[config.mk]
export PLATFORM = sky130hd
export DESIGN_NAME = sw_port_arbiter
export DESIGN_NICKNAME = d
export VERILOG_FILES = /design/src/rtl/sw_port_arbiter.sv
export SDC_FILE = /design/constraint.sdc
export NUM_CORES = 1
export LEC_CHECK = 0
export BUFFER_PORTS_ARGS = -buffer_cell sky130_fd_sc_hd__buf_2
export CAP_MARGIN = 20
export CORE_ASPECT_RATIO = 0.75
export CORE_UTILIZATION = 50
export DETAILED_ROUTE_END_ITERATION = 10
export PLACE_DENSITY_LB_ADDON = 0.2
export SKIP_LAST_GASP = 1
export SLEW_MARGIN = 20
export SYNTH_ARGS = -nofsm -noshare
export SYNTH_HDL_FRONTEND = slang
export SYNTH_SLANG_ARGS = --single-unit
export TNS_END_PERCENT = 30
[constraint.sdc]
create_clock -name clk -period 3.69 [get_ports clk]
set_clock_uncertainty 0.1 [all_clocks]
set_input_delay 0.738 -clock clk [delete_from_list [all_inputs] [get_ports clk]]
set_output_delay 0.738 -clock clk [all_outputs]
set_load 0.005 [all_outputs]
[src/rtl/sw_port_arbiter.sv]
// Round-robin, packet-atomic arbiter sharing one byte-serial output among NUM_PORTS inputs.
// A granted packet runs to its last byte or is aborted after MAX_GAP idle cycles from the owner.
module sw_port_arbiter #(
    parameter int unsigned NUM_PORTS = 4,
    parameter int unsigned MAX_GAP   = 16
) (
    input  logic                   clk,
    input  logic                   rst,
    input  logic [8*NUM_PORTS-1:0] data_in,
    input  logic [NUM_PORTS-1:0]   sw_enable_in,
    input  logic [NUM_PORTS-1:0]   last_in,
    output logic [NUM_PORTS-1:0]   read_out,
    output logic [7:0]             data_out,
    output logic                   sw_enable_out,
    output logic                   last_out,
    input  logic                   out_busy_in,
    output logic [NUM_PORTS-1:0]   grant_out,
    output logic                   pkt_abort
);

    localparam int unsigned IdxW = $clog2(NUM_PORTS);
    localparam int unsigned GapW = $clog2(MAX_GAP + 1);
    localparam logic [IdxW:0]   NumP    = (IdxW + 1)'(NUM_PORTS);
    localparam logic [IdxW-1:0] LastIdx = IdxW'(NUM_PORTS - 1);
    localparam logic [GapW-1:0] GapMax  = GapW'(MAX_GAP);

    typedef enum logic {StIdle, StXfer} state_e;

    state_e                r_state, w_state_nxt;
    logic [IdxW-1:0]       r_rr_ptr, w_rr_ptr_nxt;
    logic [IdxW-1:0]       r_owner, w_owner_nxt;
    logic [NUM_PORTS-1:0]  r_grant, w_grant_nxt;
    logic [GapW-1:0]       r_gap_cnt, w_gap_cnt_nxt;
    logic                  r_pkt_abort, w_pkt_abort_nxt;

    logic [2*NUM_PORTS-1:0] w_req_dbl;
    logic                   w_req_found;
    logic [IdxW-1:0]        w_req_off;
    logic [IdxW:0]          w_req_sum;
    logic [IdxW-1:0]        w_req_idx;
    logic [7:0]             w_own_data;
    logic                   w_own_en;
    logic                   w_own_last;
    logic [IdxW-1:0]        w_owner_inc;
    logic [GapW-1:0]        w_gap_inc;

    // Rotate requests so bit 0 is rr_ptr, take the first set bit, then rotate the index back.
    always_comb begin
        w_req_dbl   = {sw_enable_in, sw_enable_in} >> r_rr_ptr;
        w_req_found = 1'b0;
        w_req_off   = '0;
        for (int k = 0; k < NUM_PORTS; k++) begin
            if (!w_req_found && w_req_dbl[k]) begin
                w_req_found = 1'b1;
                w_req_off   = IdxW'(k);
            end
        end
        w_req_sum = {1'b0, r_rr_ptr} + {1'b0, w_req_off};
        if (w_req_sum >= NumP) begin
            w_req_sum = w_req_sum - NumP;
        end
        w_req_idx = w_req_sum[IdxW-1:0];
    end

    always_comb begin
        w_own_data = 8'h00;
        w_own_en   = 1'b0;
        w_own_last = 1'b0;
        for (int k = 0; k < NUM_PORTS; k++) begin
            if (r_owner == IdxW'(k)) begin
                w_own_data = data_in[8*k +: 8];
                w_own_en   = sw_enable_in[k];
                w_own_last = last_in[k];
            end
        end
    end

    assign w_owner_inc = (r_owner == LastIdx) ? '0 : r_owner + 1'b1;
    assign w_gap_inc   = r_gap_cnt + 1'b1;

    always_ff @(posedge clk) begin
        if (rst) begin
            r_state     <= StIdle;
            r_rr_ptr    <= '0;
            r_owner     <= '0;
            r_grant     <= '0;
            r_gap_cnt   <= '0;
            r_pkt_abort <= 1'b0;
        end else begin
            r_state     <= w_state_nxt;
            r_rr_ptr    <= w_rr_ptr_nxt;
            r_owner     <= w_owner_nxt;
            r_grant     <= w_grant_nxt;
            r_gap_cnt   <= w_gap_cnt_nxt;
            r_pkt_abort <= w_pkt_abort_nxt;
        end
    end

    always_comb begin
        w_state_nxt     = r_state;
        w_rr_ptr_nxt    = r_rr_ptr;
        w_owner_nxt     = r_owner;
        w_grant_nxt     = r_grant;
        w_gap_cnt_nxt   = r_gap_cnt;
        w_pkt_abort_nxt = 1'b0;
        case (r_state)
            StIdle: begin
                if (w_req_found) begin
                    w_state_nxt   = StXfer;
                    w_owner_nxt   = w_req_idx;
                    w_gap_cnt_nxt = '0;
                    for (int k = 0; k < NUM_PORTS; k++) begin
                        w_grant_nxt[k] = (w_req_idx == IdxW'(k));
                    end
                end
            end
            StXfer: begin
                if (w_own_en && w_own_last && !out_busy_in) begin
                    w_state_nxt   = StIdle;
                    w_rr_ptr_nxt  = w_owner_inc;
                    w_grant_nxt   = '0;
                    w_gap_cnt_nxt = '0;
                end else if (w_own_en) begin
                    // Any valid byte from the owner restarts the gap window, stalled or not.
                    w_gap_cnt_nxt = '0;
                end else if (w_gap_inc == GapMax) begin
                    w_state_nxt     = StIdle;
                    w_rr_ptr_nxt    = w_owner_inc;
                    w_grant_nxt     = '0;
                    w_gap_cnt_nxt   = '0;
                    w_pkt_abort_nxt = 1'b1;
                end else begin
                    w_gap_cnt_nxt = w_gap_inc;
                end
            end
            default: begin
                w_state_nxt = StIdle;
            end
        endcase
    end

    always_comb begin
        read_out      = '1;
        data_out      = 8'h00;
        sw_enable_out = 1'b0;
        last_out      = 1'b0;
        if (r_state == StXfer) begin
            read_out      = ~r_grant | {NUM_PORTS{out_busy_in}};
            data_out      = w_own_data;
            sw_enable_out = w_own_en;
            last_out      = w_own_en & w_own_last;
        end
    end

    assign grant_out = r_grant;
    assign pkt_abort = r_pkt_abort;

endmodule

==> flow_summary.ini, run 1 <==
[status]
outcome = completed

[floorplan]
die_w_um = 61.6
die_h_um = 46.7
ios = 62
die_area_um2 = 2870
rows = 15
core_um2 = 2400
start_util_pct = 55.4

[synthesis]
synth-edff-count = 0
yosysTopAreaCellShare_pct = 22.6
syn_nets = 220
ys.flop_type = dfxtp_1
synth_warnings = 0
ys_ff_latch = 15
seq_area_frac_synth_pct = 22.6
synth_area_leader_cell = dfxtp_1
synth_area_um2 = 1330
synth.area.top_cells = dfxtp_1, nor2b_1, ha_1, a221oi_1, nor3_1
syn_area_per_cell_um2 = 7.79
synth-async-reset-ratio_pct = 0
synthCells = 171
synth_cell_types = 45

[worst_setup_path]
worst_ep_arrival_time_ps = 2510
crit_cells = 8
crit_path_end_kind = primary output
slowest_delay_ps = 620
cp-start-kind = flip-flop
cp_common_cell = nor2b_1
path_class = flip-flop to primary output
rr_worst_depth = 6
crit_required_ps = 2850
cp_num_buf_inv = 2
cp_max_fo = 13
crit_slowest_cell = nor2b_1
path_delay_family = simple AND/OR/NAND/NOR gates
path_cells = inv_1 -> ha_1 -> nor2b_1 -> a221oi_1 -> nor3_1 -> a21oi_1 -> nor2b_1 -> buf_2

[pwr]
intPower_mw = 0.304
powerDensity_nw_per_um2 = 287
power_switching_mw = 0.167
p_leak_nw = 0.695
pwr-share-seq_pct = 39.2
pwr-share-clk_pct = 20.1
p_sw_share_pct = 35.4
p_comb_share_pct = 40.7
ir_worst_vdd_mv = 0.333

[detailed_routing]
wire_per_inst_um = 14.0
postRouteAntennaNets = 0
via_count = 1448
via_per_inst = 5.61
wl_mm = 3.61
drt_pass1_iterations = 4
drtIter0Drc = 110
drcViolationCount = 0

[placement]
dpl.hpwl_mm = 2.78
io_buffers = 61
pre_cts_ws_ps = 676
gp_congestion = 0.810

[timing]
maxSlewViolCount = 0
worst_pin_slew_ps = 800
tns_ps = 0
holdWs_ps = 411
layout_min_cycle_time_ps = 3350
fmax_ghz = 0.298
hold_viol = 0
period_share_pct = 90.8
slew_headroom_pct = 46.7
finalSetupViolCount = 0
worst_slack_ps = 339
rsz0062_at_grt = no

[finish]
final_cell_mix = buf_2, nor2b_1, dfxtp_1, nor2_1, nand2_1
nets = 274
finalCoreUtilization_pct = 68.3
diodes = 0
layout_commonest_cell = buf_2
nFillCells = 217
drive_gt1_share_pct = 32.1
syn_to_final_growth_pct = 23.2

[cts]
h-tree-depth = 1
cts_inserted_buffers = 3
root_buffer = clkbuf_4
clk_pin_slew_ps = 90
clkLatencyLatePin_ps = 280
cts_tree = yes
post-cts-setup-buffers = 0
post_cts_resized = 0
ctsHoldBuffers = 0
clockBufferDepth = 2
cts.sinks = 15

[global_routing]
grtUsageTotal_pct = 26.0
grt_pass1_wl_mm = 5.49
grt_pass1_vias = 1253
grt.met1_usage_pct = 37.5
grt_max_degree = 24
busiest_layer = met2
grtUsageMet3_pct = 6.74
grt.overflow.total = 0
antenna_found_initial = 0
use_met2_pct = 39.6

[min_path]
holdPathStages = 1
hp-class = flip-flop to flip-flop

[flow_run]
cap_violations = 0
[power groups by stage]
stage,clock network [mW],registers (mW),logic [mW]
after floorplan,0,0.182,0.130
after global placement,0,0.186,0.178
after detailed placement,0,0.187,0.190
after CTS,0.0943,0.184,0.191
after global routing,0.102,0.186,0.213
final,0.0946,0.184,0.192
[worst reg2reg max path, stage by stage, from the launching register on]
cell and delay, ps:
dfxtp_1 420, ha_1 710, nor3b_1 130, a211oi_2 350, and3_4 270, a21o_1 160
mux2_1 330
[routing by layer]
| metal | wire length (µm) | up-vias |
|---|---|---|
| li1 | - | 726 |
| met1 | 1690 | 665 |
| met2 | 1670 | 55 |
| met3 | 225 | 2 |
| met4 | 14 | 0 |
| met5 | 0 | - |
[final timing paths]
path                                  start  slack, ps                         to
setup / recovery    r_owner[1]$_SDFFE_PP0P_        340                data_out[7]
hold reg to reg   grant_out[2]$_SDFFE_PP0P_        410  grant_out[2]$_SDFFE_PP0P_
setup reg to reg    r_owner[0]$_SDFFE_PP0P_       1120   r_rr_ptr[0]$_SDFFE_PP0P_
hold / removal    grant_out[2]$_SDFFE_PP0P_        410  grant_out[2]$_SDFFE_PP0P_
[cell families after synthesis]
family	synth area share, %
compound gates	26.6
xor+xnor	1.97
fa+ha+maj	5.64
buf+inv	5.73
flops	22.6
mux	2.44
simple gates	35.1
[registers in the layout (all words and copies together) (netlist names)]
| signal | count |
|---|---|
| pkt_abort | 1 |
| r_state | 1 |
| r_rr_ptr | 2 |
| grant_out | 4 |
| r_gap_cnt | 5 |
| r_owner | 2 |
[per-stage QoR]
step	total power [mW]	std cells	instance area, µm²
floorplan	0.312	171	1330
global placement	0.365	254	1610
detailed placement	0.377	254	1610
CTS	0.469	258	1640
global route	0.500	258	1640
finish	0.470	258	1640
[final cells by class]
type | instances | area [µm²] | area share (%)
timing repair buffer | 61 | 305 | 18.6
clock buffer | 4 | 26.3 | 1.60
sequential | 15 | 300 | 18.3
tap | 34 | 42.5 | 2.59
inverter | 3 | 11.3 | 0.687
multi-input combinational | 141 | 955 | 58.2
[synthesized netlist by cell type, types with 2 or more instances]
master and n:
a211oi_1 2, a211oi_2 3, a21oi_1 10, a221oi_1 8
a22oi_1 2, a32o_1 2, buf_2 4, buf_4 2
clkbuf_1 5, dfxtp_1 15, ha_1 6, inv_1 3
nand2_1 13, nand2b_1 8, nand3_1 3, nand3b_1 2
nor2_1 14, nor2b_1 26, nor3_1 11, nor3b_1 2
o21ai_0 4, o32ai_1 2, xnor2_1 2
No activity file was read; power rests on OpenSTA's default activity.
==> inputs of run 2 (changes only) <==
--- a/config.mk
+++ b/config.mk
@@ -7,8 +7,10 @@
 export LEC_CHECK = 0
 export BUFFER_PORTS_ARGS = -buffer_cell sky130_fd_sc_hd__buf_2
 export CAP_MARGIN = 20
+export CELL_PAD_IN_SITES_DETAIL_PLACEMENT = 1
+export CELL_PAD_IN_SITES_GLOBAL_PLACEMENT = 1
 export CORE_ASPECT_RATIO = 0.75
-export CORE_UTILIZATION = 50
+export CORE_UTILIZATION = 35
 export DETAILED_ROUTE_END_ITERATION = 10
 export PLACE_DENSITY_LB_ADDON = 0.2
 export SKIP_LAST_GASP = 1
==> flow_summary.ini, run 2 (synthesis results as in run 1) <==
[worst_setup_path]
worst_ep_arrival_time_ps = 2310
ff2ff_setup_slack_ps = 1110
slowest_delay_ps = 550
cp_common_cell = nor2b_1
crit_path_end_kind = primary output
cp-start-kind = flip-flop
r2r_end = r_rr_ptr[0]$_SDFFE_PP0P_
path_class = flip-flop to primary output
crit_slowest_cell = nor2b_1
path_cells = inv_1 -> ha_1 -> nor2b_1 -> a221oi_1 -> nor3_1 -> a21oi_1 -> nor2b_1 -> buf_2
cp_max_fo = 13
reg2reg_from = r_owner[0]$_SDFFE_PP0P_
rr_worst_depth = 6
crit_required_ps = 2850

[finish]
multi_input_area_um2 = 955
drive_gt1_share_pct = 32.1
top_register = r_gap_cnt
largest_reg_flops = 5
nets = 274
nFillCells = 483
final_cell_mix = buf_2, nor2b_1, dfxtp_1, nor2_1, nand2_1
diodes = 0
layout_commonest_cell = buf_2
finalCoreUtilization_pct = 46.2
syn_to_final_growth_pct = 26.3
regArea_um2 = 300

[detailed_routing]
wl_mm = 3.99
via_count = 1447
via_per_inst = 5.24
drt_pass1_iterations = 6
postRouteAntennaNets = 0
wire_per_inst_um = 14.4
drtIter0Drc = 74
drcViolationCount = 0

[timing]
layout_min_cycle_time_ps = 3150
slew_headroom_pct = 47.4
hold_viol = 0
maxSlewViolCount = 0
rsz0062_at_grt = no
worst_pin_slew_ps = 789
period_share_pct = 85.4
fmax_ghz = 0.317
finalSetupViolCount = 0
tns_ps = 0
worst_slack_ps = 538
holdWs_ps = 399

[pwr]
pwr-share-clk_pct = 26.3
finalPower_mw = 0.510
p_comb_share_pct = 37.5
powerDensity_nw_per_um2 = 303
p_sw_share_pct = 33.5
intPower_mw = 0.339
pwr-share-seq_pct = 36.2
p_leak_nw = 0.703
power_switching_mw = 0.171
ir_worst_vdd_mv = 0.201

[floorplan]
start_util_pct = 36.6
rows = 19
ios = 62
die_h_um = 55.4
core_um2 = 3640
die_area_um2 = 4060
die_w_um = 73.2

[flow_run]
cap_violations = 0

[cts]
ctsHoldBuffers = 0
post-cts-setup-buffers = 0
h-tree-depth = 1
clkLatencyLatePin_ps = 250
cts_tree = yes
clockBufferDepth = 2
post_cts_resized = 0
cts_inserted_buffers = 3
clk_pin_slew_ps = 60
cts.sinks = 15
root_buffer = clkbuf_8

[status]
outcome = completed

[min_path]
min_to = grant_out[2]$_SDFFE_PP0P_
hold_start = grant_out[2]$_SDFFE_PP0P_
holdPathStages = 1
hp-class = flip-flop to flip-flop

[global_routing]
grt_pass1_wl_mm = 6.69
grt.overflow.total = 0
grt_max_degree = 24
grt_pass1_vias = 1475
grtUsageTotal_pct = 20.8
antenna_found_initial = 0

[placement]
pre_cts_ws_ps = 781
gp_congestion = 0.750
io_buffers = 61
dpl.hpwl_mm = 3.16
==> run 2: metal layers <==
| metal | wire (µm) | vias to the layer above | global-route usage (%) |
|---|---|---|---|
| met1 | 2030 | 690 | 29.6 |
| met3 | 140 | 4 | 4.20 |
| met5 | 0 | - | 0 |
| li1 | - | 723 | - |
| met2 | 1790 | 30 | 32.7 |
| met4 | 21 | 0 | 3.64 |
==> run 2: how the worst max path moves through the flow <==
stage / end / cells past startpoint / start
after floorplan: grant_out[3]$_SDFFE_PP0P_ / 7 / sw_enable_in[2]
after global routing: data_out[7] / 8 / r_owner[1]$_SDFFE_PP0P_
after CTS: data_out[2] / 8 / r_owner[1]$_SDFFE_PP0P_
final: data_out[2] / 8 / r_owner[1]$_SDFFE_PP0P_
after global placement: data_out[4] / 8 / r_owner[1]$_SDFFE_PP0P_
after detailed placement: data_out[2] / 8 / r_owner[1]$_SDFFE_PP0P_
==> run 2: power groups by stage <==
stage                     Sequential [mW]  Clock (mW)  Combinational (mW)
final                               0.185       0.134               0.191
after global routing                0.186       0.145               0.213
after CTS                           0.185       0.137               0.192
after detailed placement            0.188           0               0.192
after global placement              0.187           0               0.182
after floorplan                     0.182           0               0.130
==> run 2: cell type report <==
| cell class | count | area share, % |
|---|---|---|
| clock buffer | 4 | 2.68 |
| timing repair buffer | 61 | 18.2 |
| tap | 52 | 3.87 |
| multi-input combinational | 141 | 56.8 |
| inverter | 3 | 0.670 |
| sequential | 15 | 17.9 |
==> run 2: critical path: cells and delay by family (launching register included) <==
kind	cells	cell delay (ps)
fa+ha+maj	1	370
simple gates	3	890
compound gates	2	230
flops	1	370
buf+inv	2	200
==> run 2: stage by stage <==
step | instances | instance area [µm²]
CTS | 276 | 1680
detailed placement | 272 | 1640
global placement | 272 | 1640
floorplan | 171 | 1330
global route | 276 | 1680
finish | 276 | 1680
